===== src/rtl/alu_packet_engine.sv =====
// Packet responder for the UART ALU: parses opcode/reserved/length headers,
// echoes payloads or sums 32-bit little-endian operands, and streams responses.
module alu_packet_engine #(
  parameter logic [7:0] OPC_ADD  = 8'h01,
  parameter logic [7:0] OPC_ECHO = 8'hEC
) (
  input  logic       clk_i,
  input  logic       reset_i,
  input  logic [7:0] s_axis_tdata,
  input  logic       s_axis_tvalid,
  output logic       s_axis_tready,
  output logic [7:0] m_axis_tdata,
  output logic       m_axis_tvalid,
  input  logic       m_axis_tready,
  output logic       busy_o,
  output logic       err_o
);

  typedef enum logic [2:0] {
    ST_OPCODE,
    ST_RSVD,
    ST_LEN_LO,
    ST_LEN_HI,
    ST_PAYLOAD,
    ST_RESULT
  } state_t;

  state_t      state_q, state_d;
  logic [7:0]  opcode_q, opcode_d;
  logic [7:0]  len_lo_q, len_lo_d;
  logic [15:0] rem_q, rem_d;
  logic [31:0] operand_q, operand_d;
  logic [1:0]  byte_cnt_q, byte_cnt_d;
  logic [31:0] acc_q, acc_d;
  logic [7:0]  out_data_q, out_data_d;
  logic        out_valid_q, out_valid_d;
  logic [2:0]  res_cnt_q, res_cnt_d;
  logic        err_q, err_d;

  logic        s_hs, m_hs, is_add, is_echo, last_pay;
  logic [15:0] len_full, pay_len;
  logic [31:0] operand_next;

  assign s_hs         = s_axis_tvalid && s_axis_tready;
  assign m_hs         = out_valid_q && m_axis_tready;
  assign is_add       = (opcode_q == OPC_ADD);
  assign is_echo      = (opcode_q == OPC_ECHO);
  assign len_full     = {s_axis_tdata, len_lo_q};
  assign pay_len      = (len_full < 16'd4) ? 16'd0 : (len_full - 16'd4);
  assign last_pay     = (state_q == ST_PAYLOAD) && s_hs && (rem_q == 16'd1);
  assign operand_next = {s_axis_tdata, operand_q[31:8]};

  always_ff @(posedge clk_i or posedge reset_i) begin
    if (reset_i) begin
      state_q     <= ST_OPCODE;
      opcode_q    <= 8'd0;
      len_lo_q    <= 8'd0;
      rem_q       <= 16'd0;
      operand_q   <= 32'd0;
      byte_cnt_q  <= 2'd0;
      acc_q       <= 32'd0;
      out_data_q  <= 8'd0;
      out_valid_q <= 1'b0;
      res_cnt_q   <= 3'd0;
      err_q       <= 1'b0;
    end else begin
      state_q     <= state_d;
      opcode_q    <= opcode_d;
      len_lo_q    <= len_lo_d;
      rem_q       <= rem_d;
      operand_q   <= operand_d;
      byte_cnt_q  <= byte_cnt_d;
      acc_q       <= acc_d;
      out_data_q  <= out_data_d;
      out_valid_q <= out_valid_d;
      res_cnt_q   <= res_cnt_d;
      err_q       <= err_d;
    end
  end

  always_comb begin
    state_d = state_q;
    case (state_q)
      ST_OPCODE:  if (s_hs) state_d = ST_RSVD;
      ST_RSVD:    if (s_hs) state_d = ST_LEN_LO;
      ST_LEN_LO:  if (s_hs) state_d = ST_LEN_HI;
      ST_LEN_HI: begin
        if (s_hs) begin
          if (pay_len != 16'd0) state_d = ST_PAYLOAD;
          else if (is_add)      state_d = ST_RESULT;
          else                  state_d = ST_OPCODE;
        end
      end
      ST_PAYLOAD: if (last_pay) state_d = is_add ? ST_RESULT : ST_OPCODE;
      ST_RESULT:  if (m_hs && res_cnt_q[2]) state_d = ST_OPCODE;
      default:    state_d = ST_OPCODE;
    endcase
  end

  always_comb begin
    s_axis_tready = 1'b1;
    case (state_q)
      ST_PAYLOAD: s_axis_tready = is_echo ? (!out_valid_q || m_axis_tready) : 1'b1;
      ST_RESULT:  s_axis_tready = 1'b0;
      default:    s_axis_tready = 1'b1;
    endcase
    busy_o        = (state_q != ST_OPCODE);
    m_axis_tdata  = out_data_q;
    m_axis_tvalid = out_valid_q;
    err_o         = err_q;
  end

  always_comb begin
    opcode_d    = opcode_q;
    len_lo_d    = len_lo_q;
    rem_d       = rem_q;
    operand_d   = operand_q;
    byte_cnt_d  = byte_cnt_q;
    acc_d       = acc_q;
    out_data_d  = out_data_q;
    out_valid_d = out_valid_q && !m_axis_tready;
    res_cnt_d   = res_cnt_q;
    err_d       = 1'b0;
    case (state_q)
      ST_OPCODE: begin
        if (s_hs) begin
          opcode_d   = s_axis_tdata;
          acc_d      = 32'd0;
          operand_d  = 32'd0;
          byte_cnt_d = 2'd0;
          err_d      = (s_axis_tdata != OPC_ADD) && (s_axis_tdata != OPC_ECHO);
        end
      end
      ST_LEN_LO: if (s_hs) len_lo_d = s_axis_tdata;
      ST_LEN_HI: if (s_hs) rem_d = pay_len;
      ST_PAYLOAD: begin
        if (s_hs) begin
          rem_d = rem_q - 16'd1;
          if (is_add) begin
            operand_d  = operand_next;
            byte_cnt_d = byte_cnt_q + 2'd1;
            // completed operand is summed combinationally so the last one lands in this edge
            if (byte_cnt_q == 2'd3) acc_d = acc_q + operand_next;
            if (last_pay && (byte_cnt_q != 2'd3)) err_d = 1'b1;
          end
          if (is_echo) begin
            out_data_d  = s_axis_tdata;
            out_valid_d = 1'b1;
          end
        end
      end
      ST_RESULT: begin
        if ((!out_valid_q || m_hs) && !res_cnt_q[2]) begin
          out_data_d  = acc_q[{res_cnt_q[1:0], 3'b000} +: 8];
          out_valid_d = 1'b1;
          res_cnt_d   = res_cnt_q + 3'd1;
        end
      end
      default: ;
    endcase
    // preload the first result byte on entry, unless an echo byte is still waiting
    if ((state_d == ST_RESULT) && (state_q != ST_RESULT)) begin
      res_cnt_d = 3'd0;
      if (!out_valid_q || m_hs) begin
        out_data_d  = acc_d[7:0];
        out_valid_d = 1'b1;
        res_cnt_d   = 3'd1;
      end
    end
  end

endmodule


===== config.mk =====
export PLATFORM = sky130hd
export DESIGN_NAME = alu_packet_engine
export DESIGN_NICKNAME = d
export VERILOG_FILES = /design/src/rtl/alu_packet_engine.sv
export SDC_FILE = /design/constraint.sdc
export NUM_CORES = 1
export LEC_CHECK = 0
export CAP_MARGIN = 30
export CORE_AREA = 3 3 118 120
export DETAILED_ROUTE_END_ITERATION = 7
export DIE_AREA = 0 0 121 123
export PLACE_DENSITY_LB_ADDON = 0.2
export SYNTH_ARGS = -nofsm -noshare
export SYNTH_HDL_FRONTEND = slang
export SYNTH_SLANG_ARGS = --single-unit

===== constraint.sdc =====
create_clock -name clk_i -period 5.85 [get_ports clk_i]
set_input_delay 1.4625 -clock clk_i [delete_from_list [all_inputs] [get_ports clk_i]]
set_output_delay 1.4625 -clock clk_i [all_outputs]
set_load 0.01 [all_outputs]

**Yosys cells after proc, flatten, opt, wreduce, memory -nomap -nowiden**

Cells that the tools add are included.

- Bits in registers: 114
- Input port bits: 12
- Output and inout bits: 12
- Logic and storage cells: 115

- Shift-type cells: 1
- Order comparisons: 1
- Reduce and logical (&&, ||, !) cells: 28
- Equal/unequal tests: 19
- Add/sub/neg operators: 5
- Multiplexer cells: 49

Operators by type and width:

| cell | count |
|---|---|
| $mux W32 | 7 |
| $pmux W32 S2 | 2 |
| $mux W16 | 3 |
| $mux W8 | 5 |
| $mux W3 | 11 |
| $add A32 B32 Y32 | 1 |
| $pmux W16 S2 | 1 |
| $shiftx A32 B6 Y8 | 1 |
| $pmux W3 S6 | 1 |
| $eq A16 B1 Y1 const B | 1 |
| $lt A16 B3 Y1 const B | 1 |
| $pmux W8 S2 | 1 |
| $reduce_bool A16 Y1 | 1 |
| $sub A16 B1 Y16 const B | 1 |
| $sub A16 B3 Y16 const B | 1 |
| $mux W1 | 11 |
| $logic_and A1 B1 Y1 | 10 |
| $ne A2 B2 Y1 const B | 5 |
| $eq A3 B3 Y1 const B | 3 |
| $eq A8 B1 Y1 const B | 1 |
| $eq A8 B8 Y1 const B | 1 |
| $ne A8 B1 Y1 const B | 1 |
| $ne A8 B8 Y1 const B | 1 |
| $reduce_bool A2 Y1 | 4 |
| other kinds (18) | 28 |

**Depth between registers and ports, before layout**

Gate-level depths: netlist of run 1.

- Word-level depth: 13
- Depth in mapped cells: 12
- Gate-level depth less buffers: 11

**Least setup slack after synthesis of run 1**

OpenSTA, ideal clock, no wires.

- Path kind: input to register
- Start: in s_axis_tdata[0]
- End: reg out_data_q[0], in the netlist m_axis_tdata[0]
- Buffers on the path: 2
- Slack: 2.043 ns
- Arrival time: 3.681 ns
- Library setup time: 0.125 ns
- Stages: 11
- Data required time: 5.725 ns
- Cell sequence: buf_6 > or4_4 > o31ai_4 > nand3_2 > a221oi_2 > o2111ai_1 > nand3_1 > and3b_4 > nor2b_4 > buf_6 > mux2_4

- Word-level cells in the longest chain between the ends: 9
- Elaborated cells between the ends (all ways): 14
- Classes of those cells: 1 x add/sub; 1 x order compare; 1 x eq/ne; 9 x mux; 2 x reduce/logical

Ends and longest elaborated chain:

| element | line | text |
|---|---|---|
| from (decl) | 9 | `input logic [7:0] s_axis_tdata,` |
| $sub A16 B3 Y16 / $lt A16 B3 Y1 (equally long branches) | 49 | `assign pay_len = (len_full < 16'd4) ? 16'd0 : (len_full - 16'd4);` |
| $mux W16 * | 49 |  |
| $reduce_bool A16 Y1 * | 89 | `if (pay_len != 16'd0) state_d = ST_PAYLOAD;` |
| $mux W3 * | 89 |  |
| $mux W3 * | 88 | `if (s_hs) begin` |
| $pmux W3 S6 * | 83 | `case (state_q)` |
| named net state_d[0] | 28 | `state_t state_q, state_d;` |
| $eq A3 B3 Y1 * | 162 | `if ((state_d == ST_RESULT) && (state_q != ST_RESULT)) begin` |
| $logic_and A1 B1 Y1 * | 162 |  |
| $mux W8 * | 162 |  |
| named net out_data_d[0] | 35 | `logic [7:0] out_data_q, out_data_d;` |
| to (signal assigned) | 74 | `out_data_q <= out_data_d;` |
| to (decl) | 35 |  |

The timed path passes the listed nets; every way through them passes the cells marked *.
A chain may end at the register's enable or synchronous reset.

**Worst setup path in the final report of run 1**

- Start: in m_axis_tready
- End: out s_axis_tready

- Word-level cells in the longest chain between the ends: 3

Ends and longest elaborated chain:

| element | line | text |
|---|---|---|
| from (decl) | 14 | `input logic m_axis_tready,` |
| $logic_or A1 B1 Y1 | 103 | `ST_PAYLOAD: s_axis_tready = is_echo ? (!out_valid_q \|\| m_axis_tready) : 1'b1;` |
| $mux W1 | 103 |  |
| $pmux W1 S2 | 102 | `case (state_q)` |
| to (decl) | 11 | `output logic s_axis_tready,` |

No other way between the ends.

==> results.ini, run 1 <==
[synth]
synth_commonest_cells=nand2_1 (139), dfrtp_1 (106), o21ai_0 (88), a21oi_1 (49), nand3_1 (44)
synth.area.top_cells=dfrtp_1 (37%), nand2_1 (7.3%), ha_1 (6.3%)
netlist.area_leader.share_pct=37.21
syn_area_per_cell_sq_um=8.693
syn_inst=820
synth_warnings=0
synth_edf_count=0
synth_area_sq_mm=0.007128
synthArstFlopShare_pct=100.0
yosysMostFrequentCell=nand2_1
synth_area_leader_cell=dfrtp_1
synth_ff_type=dfrtp_1
synth_cell_types=75
syn-num-nets=869
yosys_register_bits=106
synth.yosys.seq_area_share_pct=37.21

[timing]
final-hold-violation-count=0
rsz0062_at_grt=no
max_freq_mhz=220.7
period_minus_slack_ps=4532
finalSetupTns_ps=0
worst_pin_slew_ps=914.3
slew_headroom_pct=38.63
report.final.slew_viol_count=0
setup_viol=0
timing.final.crit_share_pct=77.47
skew_ps=8.064
layout_setup_ws_ps=1318
hold_ws_ps=495.3

[floorplan]
rows=42
fp.dieW_um=121
initial_core_util_pct=54.48
coreArea_sq_mm=0.01309
die_h_um=123
ioPinCount=24
dieArea_sq_mm=0.01488

[setup_path]
cp-start-kind=primary input
worst_path_largest_cell_delay_ps=530
worstSetupPathType=in -> out
arrival_ps=3070
cp_cell_sequence=clkdlybuf4s50_1 -> and2b_2 -> a31oi_1 -> nand2b_1 -> clkdlybuf4s50_1
cp_common_cell=clkdlybuf4s50_1
cp_max_fo=5
cp_slowest_cell=clkdlybuf4s50_1
cp.required_ps=4390
end_kind=output pin

[finish]
multi_input_area_sq_mm=0.004214
n_fill_cell=1130
area_delta_synth_final_pct=9.479
final_nets=869
final_cells=1001
regArea_sq_mm=0.002653
antennaDiodeCount=0
drive_gt1_share_pct=8.970
finalInstanceArea_sq_mm=0.007804

[place]
routabilityCongestion=0.9321
hpwl_um=14060
io_buffers=23
dpl_worst_slack_ps=1068
dpl-instance-area_sq_mm=0.007505
placed_cells=984

[clock_tree]
clk_pin_slew_worst_paths_ps=80
clock_sinks=106
cts_tree=yes
cts-buffers-inserted=9
htreeDepth=3
cts_setup_buffers=0
cts_resized=0
clock-root-buffer=clkbuf_16
holdBufCountCts=0
ctsLongestPathBuffers=2
worstSkewPairLatency_ps=360

[grt]
antenna_found_initial=0
grt_pass1_wl_um=31020
grt-ovfl-total=0
grt_max_degree=62
grt_pass1_vias=5838
track_usage_pct=26.72

[drt]
drt_wl_total_um=19410
vias=6294
viasPerCell=6.288
routedWlPerCell_um=19.39
dr.pass1.iters=4
postRouteAntennaNets=0
drt_first_iter_violations=692
drc=0

[power_and_ir_drop]
leakage_nw=3.360
ir_worst_vdd_mv=0.1754
internal_power_mw=1.556
p_sw_mw=1.045
p_sw_share_pct=40.17
power_density_mw_per_mm2=333.3
combinationalPowerShare_pct=34.8
pwr-share-seq_pct=42.1
power.share.clock_pct=23.1

[flow_run]
drv_cap=0

[run_status]
status=finished clean

[min_path]
hp-class=reg -> reg

-- through the flow --
stage | utilization [%] | power, mW
2_1_floorplan | - | 1.732
3_3_place_gp | 57.14 | 1.960
3_5_place_dp | 57.35 | 1.987
4_1_cts | 59.52 | 2.593
5_1_grt | 59.64 | 2.772
6_report | 59.64 | 2.601
-- layout by cell type (no fill, tap or decap), types with 9 or more instances in the layout --
| cell type | n |
|---|---|
| nor2_1 | 39 |
| nand2b_1 | 9 |
| a22oi_1 | 9 |
| xor2_1 | 17 |
| ha_1 | 36 |
| a22o_1 | 10 |
| xnor2_1 | 18 |
| nand2_1 | 139 |
| clkbuf_16 | 9 |
| nor3_1 | 15 |
| clkdlybuf4s50_1 | 23 |
| dfrtp_1 | 106 |
| o21ai_0 | 88 |
| a21oi_1 | 48 |
| a21o_1 | 13 |
| buf_4 | 12 |
| nand3_1 | 43 |
| inv_1 | 17 |
-- cell type report --
| type | instances | share of cell area, % |
|---|---|---|
| Timing Repair Buffer | 37 | 4.650 |
| Tap cell | 176 | 2.822 |
| Clock buffer | 9 | 2.886 |
| Clock inverter | 7 | 0.7536 |
| Inverter | 18 | 0.8979 |
| Multi-Input combinational cell | 648 | 54.00 |
| Sequential cell | 106 | 33.99 |
-- power groups by stage --
stage | Clock (mW) | Combinational [mW] | Sequential, mW
floorplan | 0 | 0.730 | 1.00
global placement | 0 | 0.863 | 1.10
detailed placement | 0 | 0.883 | 1.10
CTS | 0.615 | 0.887 | 1.09
global route | 0.645 | 1.00 | 1.13
finish | 0.602 | 0.905 | 1.09
-- worst paths after layout --
check | from | slack, ps | cells past startpoint | endpoint
max | m_axis_tready | 1320 | 5 | s_axis_tready
min | operand_q[12] | 500 | 2 | operand_q[12]
max reg2reg | operand_q[17] | 2270 | 10 | acc_q[28]
min reg2reg | operand_q[12] | 500 | 2 | operand_q[12]
max in group asynchronous | reset_i | 3410 | 4 | acc_q[27]
min in group asynchronous | reset_i | 1390 | 2 | state_q[0]
-- worst max-delay path: cells and delay by family --
kind	cells	cell delay [ps]
buffers and inverters	2	1000
AND/OR/NAND/NOR	2	400
AO/OA/AOI/OAI	1	210
-- cell families after synthesis --
group	count (synthesis)	share of synthesized area (%)
flip-flops	106	37.21
AO/OA/AOI/OAI	240	21.31
buffers and inverters	66	3.826
multiplexers	27	5.898
AND/OR/NAND/NOR	309	20.85
XOR/XNOR	35	4.300
adder cells (fa/ha/maj)	37	6.600
-- layer usage --
layer	vias up	GRT usage [%]	share of wire, %
li1	2987	-	-
met1	3030	40.38	48
met2	237	37.79	42
met3	40	5.261	7.9
met4	0	10.06	2.6
met5	-	0	0
-- sequential cells by signal (all words and copies together) (netlist names), 2 cells and up --
register and flops:
m_axis_tdata 8, len_lo_q 8, byte_cnt_q 2, state_q 3
res_cnt_q 3, operand_q 24, acc_q 32, opcode_q 8
rem_q 16
(Power assumes the default switching activity.)
==> inputs of run 2 (changes only) <==
- clock period: 5.85 -> 3.78 ns (I/O delays scaled with it)
==> run 2 against run 1 <==
  * Flip-flop and latch count did not move
  * Utilization rose by 1.8 points
  * Largest power group unchanged
  * Final cell count increased by 2.7%
  * Worst setup slack got worse by 1100 ps
  * Worst hold slack about the same
  * Sequential power up 56%
  * Sequential share of layout area is 0.98 points lower
  * Via count rose by 1.0%
  * Global-route usage up 0.95 points
  * Wire length up 2.2%
  * Register-to-register slack lost 1900 ps
==> results.ini, run 2 (synthesized netlist as in run 1, its figures left out) <==
[power_and_ir_drop]
power_density_mw_per_mm2=513.9
ir_worst_vdd_mv=0.3444
leakage_nw=3.502

[place]
hpwl_um=14750
placed_cells=1011
io_buffers=23
dpl-instance-area_sq_mm=0.007707
routabilityCongestion=0.9337

[clock_tree]
cts_setup_buffers=0
ctsLongestPathBuffers=2
holdBufCountCts=0
cts_resized=0
clk_pin_slew_worst_paths_ps=70
cts_tree=yes
clock_sinks=106
clock-root-buffer=clkbuf_16
worstSkewPairLatency_ps=360
htreeDepth=3
cts-buffers-inserted=9

[timing]
period_minus_slack_ps=3582
skew_ps=7.511
rsz0062_at_grt=no
finalSetupTns_ps=0
final-hold-violation-count=0
setup_viol=0
max_freq_mhz=279.2
report.final.slew_viol_count=0
worst_pin_slew_ps=613.0
slew_headroom_pct=58.70
timing.final.crit_share_pct=94.77

[floorplan]
fp.dieW_um=121
rows=42
initial_core_util_pct=54.48
dieArea_sq_mm=0.01488
coreArea_sq_mm=0.01309
ioPinCount=24
die_h_um=123

[finish]
final_nets=896
antennaDiodeCount=0
reg_top3=acc_q (32), operand_q (24), rem_q (16)
final_cells=1028
drive_gt1_share_pct=11.62
area_delta_synth_final_pct=12.73
final_cell_mix=nand2_1 (139), dfrtp_1 (106), o21ai_0 (88)
regMostFlops=acc_q
n_fill_cell=1130
largest_register_ffs=32
final_common_cell=nand2_1
finalInstanceArea_sq_mm=0.008035

[flow_run]
drv_cap=0

[grt]
track_usage_pct=27.67
grt_pass1_vias=5939
grt_max_degree=53
grt_pass1_wl_um=32300
grt-ovfl-total=0
antenna_found_initial=0

[setup_path]
worstSetupPathType=in -> reg
cp.required_ps=4020
cp-start-kind=primary input
timing.rr.start=operand_q[19]
arrival_ps=3830
crit_start=s_axis_tdata[0]
cp_max_fo=9
end_kind=flip-flop

[drt]
viasPerCell=6.185
drc=0
postRouteAntennaNets=0
routedWlPerCell_um=19.29
vias=6358
dr.pass1.iters=5
drt_wl_total_um=19830
drt_first_iter_violations=637

[min_path]
hp-start=byte_cnt_q[1]
hp-class=reg -> reg

[run_status]
status=finished clean

## run 2: changes by cell type in the layout (fill, tap and decap cells not counted), sizes merged
cell and change:
buf +27, bufinv +1, clkbuf +4, clkinv +1, clkinvlp -1, inv -5
## run 2: worst paths after layout
check                           cells after the start  slack (ps)              end
worst min-delay path                                2         500    byte_cnt_q[1]
max in group asynchronous                           3        2100  m_axis_tdata[5]
min in group asynchronous                           2         930  m_axis_tdata[1]
worst max register to register                     10         350        acc_q[28]
worst min register to register                      2         500    byte_cnt_q[1]
worst max-delay path                               11         200  m_axis_tdata[6]
## run 2: power breakdown
group	switching (mW)	total [mW]	internal [mW]
Clock	0.433	0.987	0.553
Combinational	0.835	1.45	0.612
Sequential	0.324	1.70	1.37
Total	1.59	4.13	2.54
## run 2: stage by stage
step / util, % / setup WS, ps / hold WS [ps] / power, mW
after global routing: 61.41 / 86.93 / 529.2 / 4.381
after CTS: 61.25 / 157.4 / 497.6 / 4.117
after global placement: 58.79 / -162.3 / 469.1 / 3.080
final: 61.41 / 197.7 / 495.5 / 4.129
after floorplan: - / 46.11 / 453.8 / 2.681
after detailed placement: 58.90 / -212.7 / 481.8 / 3.135
## run 2: layer usage
| metal | track usage, % | vias up | wire length [um] |
|---|---|---|---|
| li1 | - | 3044 | - |
| met1 | 42.52 | 3040 | 9442 |
| met2 | 40.43 | 242 | 8581 |
| met3 | 3.614 | 32 | 1330 |
| met4 | 8.924 | 0 | 477 |
| met5 | 0 | - | 0 |
## run 2: area by class of cell
cell class | instances | area (sq um) | share of cell area (%)
clock buffer | 13 | 260.3 | 3.239
clock inverter | 3 | 47.55 | 0.5917
inverter | 18 | 70.07 | 0.8720
multi-input combinational | 648 | 4214 | 52.44
sequential | 106 | 2653 | 33.01
tap | 176 | 220.2 | 2.741
timing repair buffer | 64 | 570.5 | 7.101
## run 2: critical path: stages
cell and delay, ps:
clkdlybuf4s50_1 510, or4_4 600, o31ai_4 210, nand3_2 110, a221oi_2 320, o2111ai_1 180, nand3_1 140, and3b_4 210
nor2b_4 160, buf_12 140, mux2_4 310
==> inputs of run 3 (changes only) <==
- REMOVE_ABC_BUFFERS: not set -> 1
==> run 3 against run 2 <==
  * Highest routed layer is now met5
  * Largest cell class unchanged
  * Flip-flop and latch count stayed put
  * Combinational power hardly changed
  * Sequential power hardly changed
  * Total power decreased by 2.1%
  * Utilization is 0.44 points lower
  * Non-clock buffer count is 3 lower
==> results.ini, run 3 (synthesized netlist as in run 1, its figures left out) <==
[grt]
grt-ovfl-total=0
track_usage_pct=28.01
antenna_found_initial=1
grt_pass1_vias=5956
grt_pass1_wl_um=32430
grt_max_degree=49

[drt]
drt_first_iter_violations=617
dr.pass1.iters=5
viasPerCell=6.197
vias=6352
postRouteAntennaNets=0
routedWlPerCell_um=19.57
drc=0
drt_wl_total_um=20060

[timing]
slew_headroom_pct=56.37
skew_ps=10.87
timing.final.crit_share_pct=96.10
hold_ws_ps=494.4
report.final.slew_viol_count=0
layout_setup_ws_ps=147.6
rsz0062_at_grt=no
worst_pin_slew_ps=647.6
final-hold-violation-count=0
max_freq_mhz=275.3
period_minus_slack_ps=3632
setup_viol=0

[place]
dpl_worst_slack_ps=-184.0
hpwl_um=14980
dpl-instance-area_sq_mm=0.007697
io_buffers=23
routabilityCongestion=0.9595

[clock_tree]
cts_tree=yes
cts_resized=0
holdBufCountCts=0
worstSkewPairLatency_ps=360
cts-buffers-inserted=9
clock-root-buffer=clkbuf_16
clock_sinks=106
htreeDepth=3
clk_pin_slew_worst_paths_ps=80
ctsLongestPathBuffers=2
cts_setup_buffers=0

[setup_path]
arrival_ps=3880
cp_slowest_cell=or4_4
cp-start-kind=primary input
path_buf_inv=2
cp_top_family=simple AND/OR/NAND/NOR gates
end_kind=flip-flop
worstSetupPathType=in -> reg
worst_path_largest_cell_delay_ps=620
cp_max_fo=9
cp.required_ps=4030
cp_cell_sequence=clkdlybuf4s50_1 -> or4_4 -> o31ai_4 -> nand3_2 -> a221oi_2 -> o211ai_1 -> a21o_1 -> and3b_4 -> nor2b_4 -> buf_12 -> mux2_4

[floorplan]
ioPinCount=24
rows=42
initial_core_util_pct=54.48
coreArea_sq_mm=0.01309
fp.dieW_um=121
die_h_um=123
dieArea_sq_mm=0.01488

[finish]
largest_register_ffs=32
regMostFlops=acc_q
drive_gt1_share_pct=11.54
area_delta_synth_final_pct=11.92
final_nets=893
antennaDiodeCount=0
n_fill_cell=1163
final_cell_mix=nand2_1 (139), dfrtp_1 (106), o21ai_0 (88)
final_common_cell=nand2_1
reg_top3=acc_q (32), operand_q (24), rem_q (16)
finalInstanceArea_sq_mm=0.007978

[power_and_ir_drop]
p_sw_mw=1.623
power_density_mw_per_mm2=506.8
internal_power_mw=2.421
ir_worst_vdd_mv=0.3291
p_sw_share_pct=40.13
pwr-share-seq_pct=42.1
combinationalPowerShare_pct=35.2
leakage_nw=3.472
power.share.clock_pct=22.7

[min_path]
hp-class=reg -> reg

[flow_run]
drv_cap=0

[run_status]
status=finished clean

-- run 3: cell count changes in the layout (fill, tap and decap cells not counted) --
| cell | change |
|---|---|
| buf_4 | -2 |
| buf_8 | -1 |
| bufinv_16 | -1 |
| clkbuf_1 | -2 |
| clkbuf_8 | -2 |
| clkinv_2 | +2 |
| clkinv_4 | +1 |
| clkinvlp_4 | +1 |
| inv_8 | +1 |
-- run 3: layout make-up --
cell class / count / area [sq um] / share of cell area, %
clock buffers: 9 / 225.2 / 2.823
clock inverters: 7 / 55.05 / 0.6901
inverters: 18 / 70.07 / 0.8783
multi-input cells: 648 / 4214 / 52.82
flip-flops and latches: 106 / 2653 / 33.25
well taps: 176 / 220.2 / 2.760
repair buffers: 61 / 540.5 / 6.775
-- run 3: worst reg2reg max path, stage by stage (launching register included) --
cell,delay [ps]
dfrtp_1,430
ha_1,420
a21o_1,210
a221o_1,350
a2111oi_0,410
a31oi_1,240
a311oi_2,470
a31oi_1,270
o21ai_1,250
mux2i_1,220
o311ai_1,110
-- run 3: path summary, 6_finish.rpt --
check / slack (ps) / from / endpoint / cells after the start
hold / removal: 490 / operand_q[12] / operand_q[12] / 2
hold reg to reg: 490 / operand_q[12] / operand_q[12] / 2
max in group asynchronous: 2080 / reset_i / len_lo_q[0] / 3
setup reg to reg: 280 / operand_q[17] / acc_q[28] / 10
setup / recovery: 150 / s_axis_tdata[0] / m_axis_tdata[5] / 11
min in group asynchronous: 980 / reset_i / state_q[0] / 2
-- run 3: per-layer routing --
layer	part of all wire, %	GRT usage [%]
met5	0.065	0
met4	1.3	6.870
met3	7.2	4.071
met2	44	41.37
met1	48	43.33
-- run 3: per-stage QoR --
| stage | cells | setup TNS (ps) | total power [mW] | util (%) |
|---|---|---|---|---|
| floorplan | 772 | 0 | 2.606 | - |
| global placement | 1009 | -1069 | 3.067 | 58.83 |
| detailed placement | 1009 | -1577 | 3.122 | 58.83 |
| CTS | 1025 | 0 | 4.028 | 60.97 |
| global route | 1025 | 0 | 4.284 | 60.97 |
| finish | 1025 | 0 | 4.043 | 60.97 |
-- run 3: power by group through the flow --
stage | clock, mW | sequential [mW] | combinational [mW]
6_report | 0.918 | 1.70 | 1.42
5_1_grt | 0.963 | 1.74 | 1.58
4_1_cts | 0.917 | 1.69 | 1.42
2_1_floorplan | 0 | 1.62 | 0.987
3_5_place_dp | 0 | 1.71 | 1.41
3_3_place_gp | 0 | 1.70 | 1.37
